File: src/rtl/fpu_result_collector.sv
// Collects fadd results: tracks issues through a fixed-latency shadow pipeline,
// queues {y, tag, class flags} in a FIFO and returns them over valid/ready.
module fpu_result_collector #(
    parameter int unsigned LATENCY = 2,
    parameter int unsigned TAG_W   = 4,
    parameter int unsigned DEPTH   = 4
) (
    input  logic             i_clk,
    input  logic             i_rst,
    input  logic             i_issue_valid,
    input  logic [TAG_W-1:0] i_issue_tag,
    input  logic [31:0]      i_y,
    output logic             o_credit_ok,
    output logic             o_out_valid,
    input  logic             i_out_ready,
    output logic [31:0]      o_out_data,
    output logic [TAG_W-1:0] o_out_tag,
    output logic [3:0]       o_out_flags,
    output logic             o_overflow
);

    localparam int unsigned PTR_W = $clog2(DEPTH);
    localparam int unsigned CNT_W = PTR_W + 1;
    localparam int unsigned SUM_W = $clog2(LATENCY + DEPTH + 1);

    logic [LATENCY-1:0] r_v;
    logic [TAG_W-1:0]   r_tag [LATENCY];

    logic [31:0]        r_mem_data  [DEPTH];
    logic [TAG_W-1:0]   r_mem_tag   [DEPTH];
    logic [3:0]         r_mem_flags [DEPTH];
    logic [PTR_W-1:0]   r_wr_ptr;
    logic [PTR_W-1:0]   r_rd_ptr;
    logic [CNT_W-1:0]   r_count;
    logic               r_overflow;

    logic [7:0]         w_exp;
    logic [22:0]        w_man;
    logic [3:0]         w_flags;
    logic               w_push;
    logic               w_pop;
    logic               w_full;
    logic               w_wr;
    logic [SUM_W-1:0]   w_inflight;

    // Shadow pipeline: v bits are cleared by reset so pre-reset issues never land.
    always_ff @(posedge i_clk) begin
        if (i_rst) begin
            r_v <= '0;
        end else begin
            r_v[0] <= i_issue_valid;
            for (int k = 1; k < LATENCY; k++) begin
                r_v[k] <= r_v[k-1];
            end
        end
    end

    always_ff @(posedge i_clk) begin
        r_tag[0] <= i_issue_tag;
        for (int k = 1; k < LATENCY; k++) begin
            r_tag[k] <= r_tag[k-1];
        end
    end

    assign w_exp = i_y[30:23];
    assign w_man = i_y[22:0];

    always_comb begin
        w_flags    = 4'b0000;
        w_flags[3] = (w_exp == 8'hFF) && (w_man != '0);
        w_flags[2] = (w_exp == 8'hFF) && (w_man == '0);
        w_flags[1] = (w_exp == 8'h00) && (w_man == '0);
        w_flags[0] = (w_exp == 8'h00) && (w_man != '0);
    end

    assign w_push = r_v[LATENCY-1];
    assign w_pop  = o_out_valid && i_out_ready;
    assign w_full = (r_count == CNT_W'(DEPTH));
    // A full FIFO still accepts when the head leaves on the same edge.
    assign w_wr   = w_push && (!w_full || w_pop);

    always_ff @(posedge i_clk) begin
        if (w_wr) begin
            r_mem_data[r_wr_ptr]  <= i_y;
            r_mem_tag[r_wr_ptr]   <= r_tag[LATENCY-1];
            r_mem_flags[r_wr_ptr] <= w_flags;
        end
    end

    always_ff @(posedge i_clk) begin
        if (i_rst) begin
            r_wr_ptr   <= '0;
            r_rd_ptr   <= '0;
            r_count    <= '0;
            r_overflow <= 1'b0;
        end else begin
            if (w_wr) begin
                r_wr_ptr <= r_wr_ptr + PTR_W'(1);
            end
            if (w_pop) begin
                r_rd_ptr <= r_rd_ptr + PTR_W'(1);
            end
            if (w_wr && !w_pop) begin
                r_count <= r_count + CNT_W'(1);
            end else if (!w_wr && w_pop) begin
                r_count <= r_count - CNT_W'(1);
            end
            if (w_push && !w_wr) begin
                r_overflow <= 1'b1;
            end
        end
    end

    always_comb begin
        w_inflight = '0;
        for (int k = 0; k < LATENCY; k++) begin
            w_inflight = w_inflight + SUM_W'(r_v[k]);
        end
    end

    assign o_credit_ok = (w_inflight + SUM_W'(r_count)) < SUM_W'(DEPTH);
    assign o_out_valid = (r_count != '0);
    assign o_out_data  = o_out_valid ? r_mem_data[r_rd_ptr]  : '0;
    assign o_out_tag   = o_out_valid ? r_mem_tag[r_rd_ptr]   : '0;
    assign o_out_flags = o_out_valid ? r_mem_flags[r_rd_ptr] : '0;
    assign o_overflow  = r_overflow;

endmodule

File: config.mk
export PLATFORM = sky130hd
export DESIGN_NAME = fpu_result_collector
export DESIGN_NICKNAME = d
export VERILOG_FILES = /design/src/rtl/fpu_result_collector.sv
export SDC_FILE = /design/constraint.sdc
export NUM_CORES = 1
export LEC_CHECK = 0
export CORE_AREA = 4 4 137 139
export DETAILED_ROUTE_END_ITERATION = 16
export DIE_AREA = 0 0 141 143
export REMOVE_ABC_BUFFERS = 1
export SLEW_MARGIN = 20
export SYNTH_ARGS = -nofsm -noshare
export SYNTH_HDL_FRONTEND = slang
export SYNTH_SLANG_ARGS = --single-unit
File: constraint.sdc
create_clock -name i_clk -period 2.4 [get_ports i_clk]
set_input_delay 0.24 -clock i_clk [delete_from_list [all_inputs] [get_ports i_clk]]
set_output_delay 0.24 -clock i_clk [all_outputs]
set_load 0.1 [all_outputs]
; ---- After elaboration in Yosys (flattened, before gate mapping)
; Memory sizes are Yosys's and may differ from the RTL's. A register that Yosys moved wholly into a read port is not among the register bits.
; Cells that the tools add are included.
[totals]
register_bits = 10
ramBits = 168
input_bits = 40
out_inout_bits = 43
word_cells = 49
mem_count = 4
[mem_list]
columns = memory, words, word_bits, read_ports, rd_ports_with_merged_regs, write_ports, line
row1 = r_mem_data, 4, 32, 1, 1, 1, 29  ; logic [31:0] r_mem_data [DEPTH];
row2 = r_mem_flags, 4, 4, 1, 1, 1, 31  ; logic [3:0] r_mem_flags [DEPTH];
row3 = r_mem_tag, 4, 4, 1, 1, 1, 30  ; logic [TAG_W-1:0] r_mem_tag [DEPTH];
row4 = r_tag, 2, 4, 2, 0, 2, 27  ; logic [TAG_W-1:0] r_tag [LATENCY];
[op_classes]
add_sub_neg = 6
n_lt_le_gt_ge = 1
n_eq_ne = 2
muxes = 13
n_reduce_logical = 18
[ops]
columns = op, count
row1 = $mux 32, 1
row2 = $logic_not 23->1, 1
row3 = $reduce_bool 23->1, 1
row4 = $mux 2, 6
row5 = $logic_and 1x1->1, 9
row6 = $eq 8x8->1 const B, 1
row7 = $logic_not 8->1, 1
row8 = $mux 4, 2
row9 = $mux 3, 2
row10 = $add 2x1->2 const B, 2
row11 = $add 2x3->3, 1
row12 = $add 3x1->3 const B, 1
row13 = $eq 3x3->1 const B, 1
row14 = $logic_not 1->1, 3
row15 = $lt 3x3->1 const B, 1
row16 = $reduce_bool 3->1, 1
row17 = $sub 3x1->3 const B, 1
row18 = $add 1x1->2, 1
row19 = $mux 1, 2
row20 = $reduce_bool 2->1, 1
row21 = $logic_or 1x1->1, 1

; ---- Logic depth before layout (Yosys ltp)
[depth]
word_depth = 8
ltp_mapped = 9
mapped_depth_nobuf = 8

; ---- Least setup slack after synthesis
; No wires, ideal clock.
[synth_timing]
path_kind = reg2out
startpoint = register r_count[0]
endpoint = output port o_credit_ok
arrival_time_ns = 2.517
required_ns = 2.160
path_slack_ns = -0.357
stages_incl_launch_ff = 5
n_path_buf = 0
path_cell_list = dfxtp_1 ha_1 a21oi_1 nor2b_1 xnor2_1
[synth_via]
elab_chain_len = 2
[synth_lines]
columns = element, line
row1 = from (decl), 34  ; logic [CNT_W-1:0] r_count;
row2 = from (signal assigned), 104  ; r_count <= r_count + CNT_W'(1);
row3 = from (signal assigned), 106  ; r_count <= r_count - CNT_W'(1);
row4 = $add 2x3->3, 121  ; assign o_credit_ok = (w_inflight + SUM_W'(r_count)) < SUM_W'(DEPTH);
row5 = $lt 3x3->1, 121
row6 = to (decl), 13  ; output logic o_credit_ok,
; No other way between the ends.

==> flow_summary.yaml <==
setup_path:
  timing.reg2reg.setup_slack_ps: 270
  worst_r2r_startpoint: "r_count[0]"
  max_stage_delay_ps: 580
  worst_ep_required_time_ps: 2160
  arrival_ps: 2030
  worst-path-max-fanout: 40
  worst_setup_path_end_kind: "primary output"
  setup_crit_path_kind: "reg2out"
  critPathMostFrequentCell: "buf_12"
  worst_path_cell_chain: "buf_12 > mux4_2 > nor2b_1 > buf_12"
  r2r_cells: 8
  crit_path_top_delay_cell: "mux4_2"
  timing.rr.end: "r_count[2]"
  timing.critical_path.from_type: "flop"
power:
  totalPowerFinal_w: 0.01144
  vdd_drop_max_uv: 1081
  power_density_nw_per_um2: 1265
  cellLeakagePower_nw: 2.927
logic_synthesis:
  synth.ff_latch_count: 180
  yosysTopAreaCellShare: 0.6941
  synth-main-ff-cell: "edfxtp_1"
  synth_seq_area_share: 0.7520
  yosys_warnings: 0
  synthDistinctLibCells: 32
  postSynth.asyncResetShare: 0
  number_of_enable_flip_flop_cells_after_synthesis: 160
  synthesized_instance_count: 343
  ranking_of_synthesized_cells_by_area: "edfxtp_1, mux4_2, dfxtp_1"
  avgSynthCellArea_sq_um: 20.18
  syn_area_sq_um: 6922
  synth_top_cell_by_area: "edfxtp_1"
global_route:
  top_usage_layer: "met2"
  grt_pass1_wl_microns: 19850
  grt.met1_usage: 0.1732
  grt.total_usage: 0.1316
  use_met2: 0.2089
  grt_use_met3: 0.04253
  grt_start_max_net_pins: 42
  vias_in_the_first_global_route: 3512
  grt_antenna_before_repair: 0
  grt_remaining_overflow: 0
clock_tree:
  total_clock_sinks: 180
  count_of_instances_resized_after_the_clock_tree_is_built: 0
  clock_latency_ps: 420
  clkTransAtPathRegs_ps: 70
  cts-htree-levels: 4
  clock_tree.root_cell: "clkbuf_16"
  number_of_clock_buffers_inserted_by_tritoncts: 17
  tritoncts: "built"
  postCtsSetupBuffers: 0
  clk_path_buf_depth: 2
  cts_hold_repair.buffers: 0
min_path:
  min_to: "r_tag[0][1]"
  worst_hold_path_type: "in2reg"
  worst_hold_path_cells: 1
  launch_instance_of_the_worst_min_delay_path: "i_issue_tag[1]"
die:
  die-area_sq_um: 20160
  ioPinCount: 83
  die_height_microns: 143
  initial_core_util: 0.3920
  die_width_microns: 141
  row_count: 49
  core-area_sq_um: 17660
sta:
  maximum_clock_skew_at_final_layout_ps: 11.19
  final.period_utilization: 0.9473
  maxSlewViolCount: 0
  relSlewSlack: 0.6907
  rsz0062_at_grt: "no"
  setup_tns_ps: 0
  report.final.hold_viol_count: 0
  setup_viol: 0
  post-route-min-period_ps: 2274
  tightest_slew_ps: 459.7
  max_clock_freq_mhz: 439.8
layout:
  n_antenna_cell: 0
  layout-drive-gt1-share: 0.2882
  area_used_by_multi_input_combinational_logic_sq_um: 1608
  mostFrequentLayoutCells: "edfxtp_1, buf_12, nor2b_1, mux4_2, clkdlybuf4s50_1"
  n_fill_cell: 1424
  syn2layout_area_growth_pct: 30.68
  num-nets-final: 485
  final_core_utilization: 0.5123
  final_common_cell: "edfxtp_1"
  layout.area.seq_sq_um: 5207
  post-route-cell-area_sq_um: 9045
flow_run:
  drv.max_cap_violation_count: 0
placed_design:
  hpwl_microns: 7736
  dpl-instance-area_sq_um: 8502
  numPortBuffers: 82
  globalplace.congestion: 0.7682
detailed_routing:
  drtPass1Iterations: 4
  drt_wl_total_microns: 12560
  drt_first_iter_violations: 201
  drc: 0
  viasPerCell: 4.938
  wl_per_cell_microns: 18.47
  ant_nets: 0
  route.vias.total: 3358
status:
  status: "completed"
-- state kept, by name, indices dropped and copies added (netlist names), named ones only --
| signal | cells |
|---|---|
| r_rd_ptr | 2 |
| r_v | 2 |
| r_mem_data | 128 |
| r_mem_tag | 16 |
| r_mem_flags | 16 |
| r_wr_ptr | 2 |
| r_tag | 8 |
| o_overflow | 1 |
| r_count | 3 |
-- critical path: cells and delay by family, from the launching register on --
family                 cells  cell delay (ps)
and+or+nand+nor            1              180
buffers and inverters      2              480
muxes                      1              580
DFF                        1              340
-- worst max path at each step --
stage	start	to	slack (ps)	depth (start not counted)
finish	flop	o_out_flags[2]	130	4
global route	flop	o_out_data[23]	20	4
CTS	flop	o_out_flags[2]	70	4
detailed placement	i_out_ready	r_count[2]	30	9
global placement	i_out_ready	r_count[2]	140	9
floorplan	r_count[0]	o_out_data[0]	-1670	2
-- synthesized netlist by cell type, types with 5 or more instances --
| cell type | instances |
|---|---|
| nor4_1 | 7 |
| dfxtp_1 | 20 |
| buf_6 | 5 |
| a21oi_1 | 7 |
| buf_2 | 5 |
| ha_1 | 6 |
| nor2b_1 | 43 |
| nor2_1 | 7 |
| clkbuf_1 | 5 |
| edfxtp_1 | 160 |
| mux4_2 | 40 |
-- stage by stage --
step	setup slack (ps)	hold WS [ps]	std cells
finish	126.4	257.4	680
global route	23.77	232.6	680
CTS	68.73	234.5	680
detailed placement	32.89	316.1	648
global placement	143.9	310.8	648
floorplan	-1671	267.7	328
-- per-layer routing --
layer / wire length [microns] / up-vias / part of all wire
li1: - / 1559 / -
met1: 5359 / 1690 / 0.43
met2: 6239 / 96 / 0.50
met3: 817 / 13 / 0.065
met4: 143 / 0 / 0.011
met5: 0 / - / 0
-- layout make-up --
type,instances,share of cell area
clock buffers,19,0.04786
multi-input cells,143,0.1778
repair buffers,91,0.1527
inverters,5,0.002075
clock inverters,13,0.01217
well taps,229,0.03168
flip-flops and latches,180,0.5757
-- power breakdown --
| group | switching, W | internal, W | leakage (nW) | total, W |
|---|---|---|---|---|
| clock network | 0.00110 | 0.00142 | 0.250 | 0.00252 |
| registers | 0.0000758 | 0.00349 | 1.63 | 0.00357 |
| logic | 0.00351 | 0.00185 | 1.05 | 0.00536 |
| total | 0.00468 | 0.00676 | 2.93 | 0.0114 |
-- logic make-up (layout without fill, tap and decap cells) --
group           count (synthesis)  count (layout)  synth area share
fa+ha+maj                       7               7           0.01374
simple gates                   78              78           0.06887
flops                         180             180            0.7520
compound gates                 12              12           0.01030
mux                            41              41            0.1316
xor+xnor                        5               5          0.006327
buf+inv                        20             128           0.01717
Note: power is estimated with default switching activity, not from simulation.
